## src/rtl/popcount_pkg.sv

```systemverilog
`default_nettype none
// ============================================================================
//  Module      : popcount_pkg
//  Description : Shared types and helpers for the binarised-neuron popcount
//                accumulator. The typedefs describe the default 64-bit beat,
//                16-bit accumulator configuration. The helpers are written so
//                they can be reused at any width.
//  Contents    : DEF_* width constants, word_t / nbits_t / acc_t typedefs,
//                popcount() reference function, nbits_mask() lane helper
//  Revision    : 1.0 - initial parametrised release
// ============================================================================
package popcount_pkg;

    localparam int DEF_DATA_W = 64;
    localparam int DEF_ACC_W  = 16;
    localparam int DEF_NB_W   = $clog2(DEF_DATA_W + 1);

    typedef logic [DEF_DATA_W-1:0] word_t;
    typedef logic [DEF_NB_W-1:0]   nbits_t;
    typedef logic [DEF_ACC_W-1:0]  acc_t;

    // Behavioural popcount of a default-width word.
    function automatic nbits_t popcount(input word_t word);
        nbits_t cnt;
        cnt = '0;
        for (int i = 0; i < DEF_DATA_W; i++) begin
            cnt = cnt + nbits_t'(word[i]);
        end
        return cnt;
    endfunction

    // Lane idx is kept when it lies below the beat's valid bit count.
    // Evaluated per lane, so one helper serves every DATA_W.
    function automatic logic nbits_mask(input int idx, input int nbits);
        return (idx < nbits);
    endfunction

endpackage
`default_nettype wire

```

## src/rtl/popcount_tree.sv

```systemverilog
`default_nettype none
// ============================================================================
//  Module      : popcount_tree
//  Description : Combinational popcount, built as a balanced binary adder tree
//                in heap order. Leaves are the input bits. Node i sums nodes
//                2i and 2i+1, and node 1 is the root.
//  Ports       : word  [DATA_W-1:0] in  - bits to count
//                count [NB_W-1:0]   out - number of ones in word
//  Revision    : 1.0 - initial parametrised release
// ============================================================================
module popcount_tree #(
    parameter  int DATA_W = 64,
    localparam int NB_W   = $clog2(DATA_W + 1)
) (
    input  logic [DATA_W-1:0] word,
    output logic [NB_W-1:0]   count
);

    // Every node uses the full result width. The root can reach DATA_W,
    // which NB_W holds by construction. DATA_W must be a power of two.
    logic [NB_W-1:0] w_node [2*DATA_W];

    always_comb begin
        for (int i = 0; i < 2 * DATA_W; i++) begin
            w_node[i] = '0;
        end
        for (int i = 0; i < DATA_W; i++) begin
            w_node[DATA_W + i] = NB_W'(word[i]);
        end
        for (int i = DATA_W - 1; i >= 1; i--) begin
            w_node[i] = w_node[2*i] + w_node[2*i + 1];
        end
    end

    assign count = w_node[1];

endmodule
`default_nettype wire

```

## src/rtl/popcount_acc.sv

```systemverilog
`default_nettype none
// ============================================================================
//  Module      : popcount_acc
//  Description : Multi-beat binarised-neuron accumulator. Each accepted beat is
//                optionally XNORed with the weights, masked to its valid bit
//                count and popcounted. Counts are summed until s_last. At that
//                point the frame result 2*pcnt - n_total is emitted with an
//                overflow flag.
//                Pipeline: P1 mask -> P2 popcount -> P3 accumulate -> output.
//                A single global enable freezes every stage under
//                backpressure.
//  Ports       : clk, rst (async, active-low)
//                s_valid/s_ready/s_data/s_weight/s_nbits/s_last - beat input
//                m_valid/m_ready/m_data/m_pcnt/m_ovf            - frame result
//  Revision    : 1.0 - initial parametrised release
// ============================================================================
module popcount_acc
    import popcount_pkg::*;
#(
    parameter  int DATA_W  = 64,
    parameter  int ACC_W   = 16,
    parameter  int XNOR_EN = 1,
    localparam int NB_W    = $clog2(DATA_W + 1)
) (
    input  logic              clk,
    input  logic              rst,
    input  logic              s_valid,
    output logic              s_ready,
    input  logic [DATA_W-1:0] s_data,
    input  logic [DATA_W-1:0] s_weight,
    input  logic [NB_W-1:0]   s_nbits,
    input  logic              s_last,
    output logic              m_valid,
    input  logic              m_ready,
    output logic [ACC_W-1:0]  m_data,
    output logic [ACC_W-1:0]  m_pcnt,
    output logic              m_ovf
);

    // Largest bit total whose signed result still fits in ACC_W bits.
    localparam logic [ACC_W:0] c_n_limit = (ACC_W+1)'((1 << (ACC_W - 1)) - 1);

    logic              w_en;
    logic [DATA_W-1:0] w_word;
    logic [DATA_W-1:0] w_word_m;
    logic [NB_W-1:0]   w_nbits_c;
    logic [NB_W-1:0]   w_pc;
    logic [ACC_W:0]    w_sum_pc;
    logic [ACC_W:0]    w_sum_n;
    logic              w_exceed;
    logic [ACC_W-1:0]  w_res;

    // P1 registers
    logic              r1_valid;
    logic [DATA_W-1:0] r1_word;
    logic [NB_W-1:0]   r1_nbits;
    logic              r1_last;
    // P2 registers
    logic              r2_valid;
    logic [NB_W-1:0]   r2_pc;
    logic [NB_W-1:0]   r2_nbits;
    logic              r2_last;
    // P3 accumulators and finished-frame registers
    logic [ACC_W:0]    r_acc_pc;
    logic [ACC_W:0]    r_acc_n;
    logic              r_ovf_sticky;
    logic              r3_valid;
    logic [ACC_W-1:0]  r3_pc;
    logic [ACC_W-1:0]  r3_n;
    logic              r3_ovf;

    // The pipeline moves whenever the output slot is free or is being
    // drained this cycle. Inputs are refused while reset is asserted.
    assign w_en    = !m_valid || m_ready;
    assign s_ready = w_en && rst;

    if (XNOR_EN != 0) begin : g_xnor
        assign w_word = ~(s_data ^ s_weight);
    end else begin : g_plain
        logic w_unused_weight;
        assign w_word          = s_data;
        assign w_unused_weight = ^s_weight;
    end

    // Counts above DATA_W are clamped, so a beat never claims more lanes
    // than it carries.
    assign w_nbits_c = (s_nbits > NB_W'(DATA_W)) ? NB_W'(DATA_W) : s_nbits;

    always_comb begin
        w_word_m = '0;
        for (int i = 0; i < DATA_W; i++) begin
            w_word_m[i] = w_word[i] & nbits_mask(i, int'(w_nbits_c));
        end
    end

    popcount_tree #(
        .DATA_W (DATA_W)
    ) u_tree (
        .word  (r1_word),
        .count (w_pc)
    );

    // The accumulators carry one extra bit so that overflow detection sees
    // the true total of a frame that crosses the signed limit.
    assign w_sum_pc = r_acc_pc + (ACC_W+1)'(r2_pc);
    assign w_sum_n  = r_acc_n  + (ACC_W+1)'(r2_nbits);
    assign w_exceed = (w_sum_n > c_n_limit);

    // 2*pcnt - n_total, truncated to ACC_W bits.
    assign w_res = {r3_pc[ACC_W-2:0], 1'b0} - r3_n;

    always_ff @(posedge clk or negedge rst) begin
        if (!rst) begin
            r1_valid     <= 1'b0;
            r1_word      <= '0;
            r1_nbits     <= '0;
            r1_last      <= 1'b0;
            r2_valid     <= 1'b0;
            r2_pc        <= '0;
            r2_nbits     <= '0;
            r2_last      <= 1'b0;
            r_acc_pc     <= '0;
            r_acc_n      <= '0;
            r_ovf_sticky <= 1'b0;
            r3_valid     <= 1'b0;
            r3_pc        <= '0;
            r3_n         <= '0;
            r3_ovf       <= 1'b0;
            m_valid      <= 1'b0;
            m_data       <= '0;
            m_pcnt       <= '0;
            m_ovf        <= 1'b0;
        end else if (w_en) begin
            // P1: capture the masked beat. With rst high, s_ready equals
            // w_en, so s_valid alone marks an accept here.
            r1_valid <= s_valid;
            if (s_valid) begin
                r1_word  <= w_word_m;
                r1_nbits <= w_nbits_c;
                r1_last  <= s_last;
            end

            // P2: register the popcount.
            r2_valid <= r1_valid;
            if (r1_valid) begin
                r2_pc    <= w_pc;
                r2_nbits <= r1_nbits;
                r2_last  <= r1_last;
            end

            // P3: accumulate. The last beat hands the frame off and
            // restarts the accumulators, so the next frame follows with no
            // gap.
            r3_valid <= r2_valid && r2_last;
            if (r2_valid) begin
                if (r2_last) begin
                    r3_pc        <= w_sum_pc[ACC_W-1:0];
                    r3_n         <= w_sum_n[ACC_W-1:0];
                    r3_ovf       <= r_ovf_sticky || w_exceed;
                    r_acc_pc     <= '0;
                    r_acc_n      <= '0;
                    r_ovf_sticky <= 1'b0;
                end else begin
                    r_acc_pc     <= w_sum_pc;
                    r_acc_n      <= w_sum_n;
                    r_ovf_sticky <= r_ovf_sticky || w_exceed;
                end
            end

            // Output: a new result replaces the held one in the same cycle
            // that it drains. Data holds while no result is pending.
            m_valid <= r3_valid;
            if (r3_valid) begin
                m_pcnt <= r3_pc;
                m_data <= w_res;
                m_ovf  <= r3_ovf;
            end
        end
    end

endmodule
`default_nettype wire
```

## config.mk

```make
export PLATFORM = sky130hd
export DESIGN_NAME = popcount_acc
export DESIGN_NICKNAME = d
export VERILOG_FILES = /design/src/rtl/popcount_pkg.sv /design/src/rtl/popcount_tree.sv /design/src/rtl/popcount_acc.sv
export SDC_FILE = /design/constraint.sdc
export NUM_CORES = 1
export LEC_CHECK = 0
export CORE_AREA = 3 3 160 162
export DETAILED_ROUTE_END_ITERATION = 12
export DIE_AREA = 0 0 163 165
export PLACE_DENSITY = 0.81
export SLEW_MARGIN = 20
export SYNTH_ARGS = -nofsm -noshare
export SYNTH_HDL_FRONTEND = slang
export SYNTH_SLANG_ARGS = --single-unit
```

## constraint.sdc

```tcl
create_clock -name clk -period 6.61 [get_ports clk]
set_input_delay 0.661 -clock clk [delete_from_list [all_inputs] [get_ports clk]]
set_output_delay 0.661 -clock clk [all_outputs]
set_load 0.01 [all_outputs]
```

==> results.toml <==
[synth]
yosys_most_used_dff = "dfrtp_1"
seq_area_frac_synth = 0.395
syn_area_um2 = 12100
syn_inst = 1186
synthArstFlopShare = 1.00
synth.distinct_cells = 69
synth_edf_count = 0
syn_area_per_cell_um2 = 10.2
ys_ff_latch = 191
syn_nets = 1460
ys.warnings.count = 0

[worst_setup_path]
path_class = "reg2reg"
path_max_fanout = 2
r2r_cells = 22
cp_cell_sequence = "ha_1 > inv_1 > fa_1 > inv_1 > fa_1 > inv_1 > fa_1 > inv_1 > fa_1 > fa_1 > fa_1 > inv_1 > fa_1 > inv_1 > ha_1 > inv_1 > fa_1 > inv_1 > a21o_1 > a21oi_1 > xor2_1 > o21ai_0"
max_stage_delay_ns = 0.55
crit_arrival_ns = 6.15
endpoint_kind = "register"
crit_cells = 22
path_buf_inv = 8
worstPathRequired_ns = 6.90
critical_path.slowest_cell = "fa_1"
crit_family = "adder cells"
worstSetupStartpointType = "register"

[global_routing]
grt_pass1_vias = 9683
grt.total_usage = 0.222
antenna_found_initial = 0
grt_max_degree = 77
grt_pass1_wl_um = 47700
grt-ovfl-total = 0

[clocking]
cts_sinks = 191
clk_path_buf_depth = 2
path_clk_slew_ns = 0.08
cts_made_buffers = 17
post-cts-setup-buffers = 0
ctsRootBufferMaster = "clkbuf_16"
htreeDepth = 4
post_cts_resized = 0
tritoncts = "built"
hold_buffers = 0
clk-insertion-delay-late_ns = 0.44

[finish]
fin_nets = 1606
num_antenna_cells = 0
drive_gt1_frac = 0.0758
area_delta_synth_final_pct = 21.4

[floorplanning]
core_area_um2 = 24200
start_util = 0.499
die-area_um2 = 26900
rows = 57
die_w_um = 163
ios = 175
die_y_um = 165

[timing]
max_freq_ghz = 0.171
slew_viol_final = 0
fin_crit_ns = 5.86
setup_violations = 0
relSlewSlack = 0.249
finalHoldViolations = 0
tns_ns = 0
rsz0062_at_grt = "false"
period_share = 0.887
tightest_slew_ns = 1.12
final.setup_skew_ns = 0.0147

[detailed_routing]
drcViolationCount = 0
drt_iter0_drc = 504
wire_per_inst_um = 16.8
via_count = 9042
wl_um = 28000
postRouteAntennaNets = 0
vias_per_cell = 5.42
dr.pass1.iters = 5

[min_path]
hold_class = "in2async"

[placement]
io_buffer_count = 174
dp_hpwl_um = 21500
place.gp.congestion = 0.847

[run_status]
outcome = "complete, no violations"

[flow_run]
max_cap_viol_count = 0
[logic make-up after synthesis]
group	count (synthesis)	synth area share
AO/OA/AOI/OAI	312	0.166
XOR/XNOR	106	0.0767
adder cells (fa/ha/maj)	134	0.178
buffers and inverters	167	0.0548
flip-flops	191	0.395
multiplexers	40	0.0370
AND/OR/NAND/NOR	236	0.0934
[metrics by stage]
stage                     setup slack, ns  instance area [um2]  cells  hold WS, ns   util
after global placement              0.900                14100   1637        0.454  0.580
after detailed placement            0.788                14100   1637        0.464  0.580
after global routing                0.496                14700   1669        0.274  0.606
after CTS                           0.727                14700   1669        0.267  0.606
after floorplan                      1.03                12100   1186        0.365      -
final                               0.749                14700   1669        0.238  0.606
[worst register-to-register path: stages, from the launching register on]
cell     delay, ns
dfrtp_1       0.39
ha_1          0.28
inv_1         0.05
fa_1          0.53
inv_1         0.06
fa_1          0.53
inv_1         0.06
fa_1          0.54
inv_1         0.06
fa_1          0.44
fa_1          0.50
fa_1          0.55
inv_1         0.05
fa_1          0.52
inv_1         0.04
ha_1          0.21
inv_1         0.07
fa_1          0.19
inv_1         0.05
a21o_1        0.14
a21oi_1       0.19
xor2_1        0.18
o21ai_0       0.10
[cell type report]
type	count	area, um2
sequential	191	4780
timing repair buffer	179	1780
fill	2038	9550
clock inverter	15	194
clock buffer	17	425
tap	324	405
multi-input combinational	828	6680
inverter	115	432
[path summary, 6_finish.rpt]
kind                                    startpoint                      end  slack (ns)
max                        r1_word[62]$_DFFE_PN0P_     r2_pc[5]$_DFFE_PN0P_        0.75
max in group asynchronous                      rst  r2_nbits[6]$_DFFE_PN0P_        5.16
min reg2reg                r1_nbits[1]$_DFFE_PN0P_  r1_nbits[1]$_DFFE_PN0P_        0.48
max reg2reg                r1_word[62]$_DFFE_PN0P_     r2_pc[5]$_DFFE_PN0P_        0.75
min in group clk           r1_nbits[1]$_DFFE_PN0P_  r1_nbits[1]$_DFFE_PN0P_        0.48
min                                            rst    m_pcnt[0]$_DFFE_PN0P_        0.24
[cell usage in the layout, fill, tap and decap left out, drive strengths merged, types with 7 or more instances in the layout]
cell / n
o31ai: 41
o21a: 11
a211oi: 11
clkbuf: 18
ha: 71
xor2: 60
nor3: 8
inv: 118
a31oi: 7
nand3: 10
a32o: 7
dfrtp: 191
clkdlybuf4s50: 173
and2: 7
mux2: 38
a21o: 18
a21oi: 52
fa: 63
a22o: 16
o211ai: 7
nand2: 134
nand2b: 11
nor2b: 8
nor2: 27
xnor2: 46
and3: 9
clkinv: 11
o21ai: 118
[synth_stat cells, types with 3 or more instances]
cell type	number	area, um2
o31ai_1	40	300
nand2_1	133	499
fa_1	63	1260
mux2_2	38	428
nor2_2	3	18.8
a221o_1	3	30.0
a21oi_1	50	250
dfrtp_1	191	4780
and3_1	7	43.8
a41oi_1	3	26.3
a31oi_1	6	37.5
o211a_1	3	30.0
a22o_1	16	140
o21bai_1	4	30.0
o21ai_1	58	290
nand3_1	8	40.0
nor3_2	3	30.0
o211ai_1	7	52.6
nor2b_1	7	43.8
a21o_1	18	135
ha_1	71	888
o21a_1	11	82.6
a211oi_1	11	82.6
xor2_1	60	526
or2_2	3	18.8
nor3_1	5	25.0
nor2_1	24	90.1
or3_1	4	25.0
o21ai_0	60	300
nand3b_1	4	30.0
inv_1	115	432
and2_1	6	37.5
nor3b_1	3	22.5
buf_2	17	85.1
clkbuf_1	30	113
xnor2_1	46	403
nand2b_1	11	68.8
a32o_1	7	70.1
[registers in the layout (all words and copies together), names as in the netlist, 7 cells and up]
register and cells:
m_data 16, m_pcnt 16, r1_nbits 7, r1_word 64, r2_nbits 7, r2_pc 7, r3_n 16, r3_pc 16
r_acc_n 17, r_acc_pc 16
[metal layers]
| layer | up-vias | global-route usage | wire length, um |
|---|---|---|---|
| met5 | - | 0 | 0 |
| met4 | 0 | 0.0692 | 665 |
| met3 | 48 | 0.0309 | 1330 |
| met2 | 319 | 0.396 | 14000 |
| met1 | 4323 | 0.282 | 12000 |
| li1 | 4352 | - | - |
Power is not shown: default switching activity piles up to over one toggle a cycle in this logic, so the estimate is an artifact.
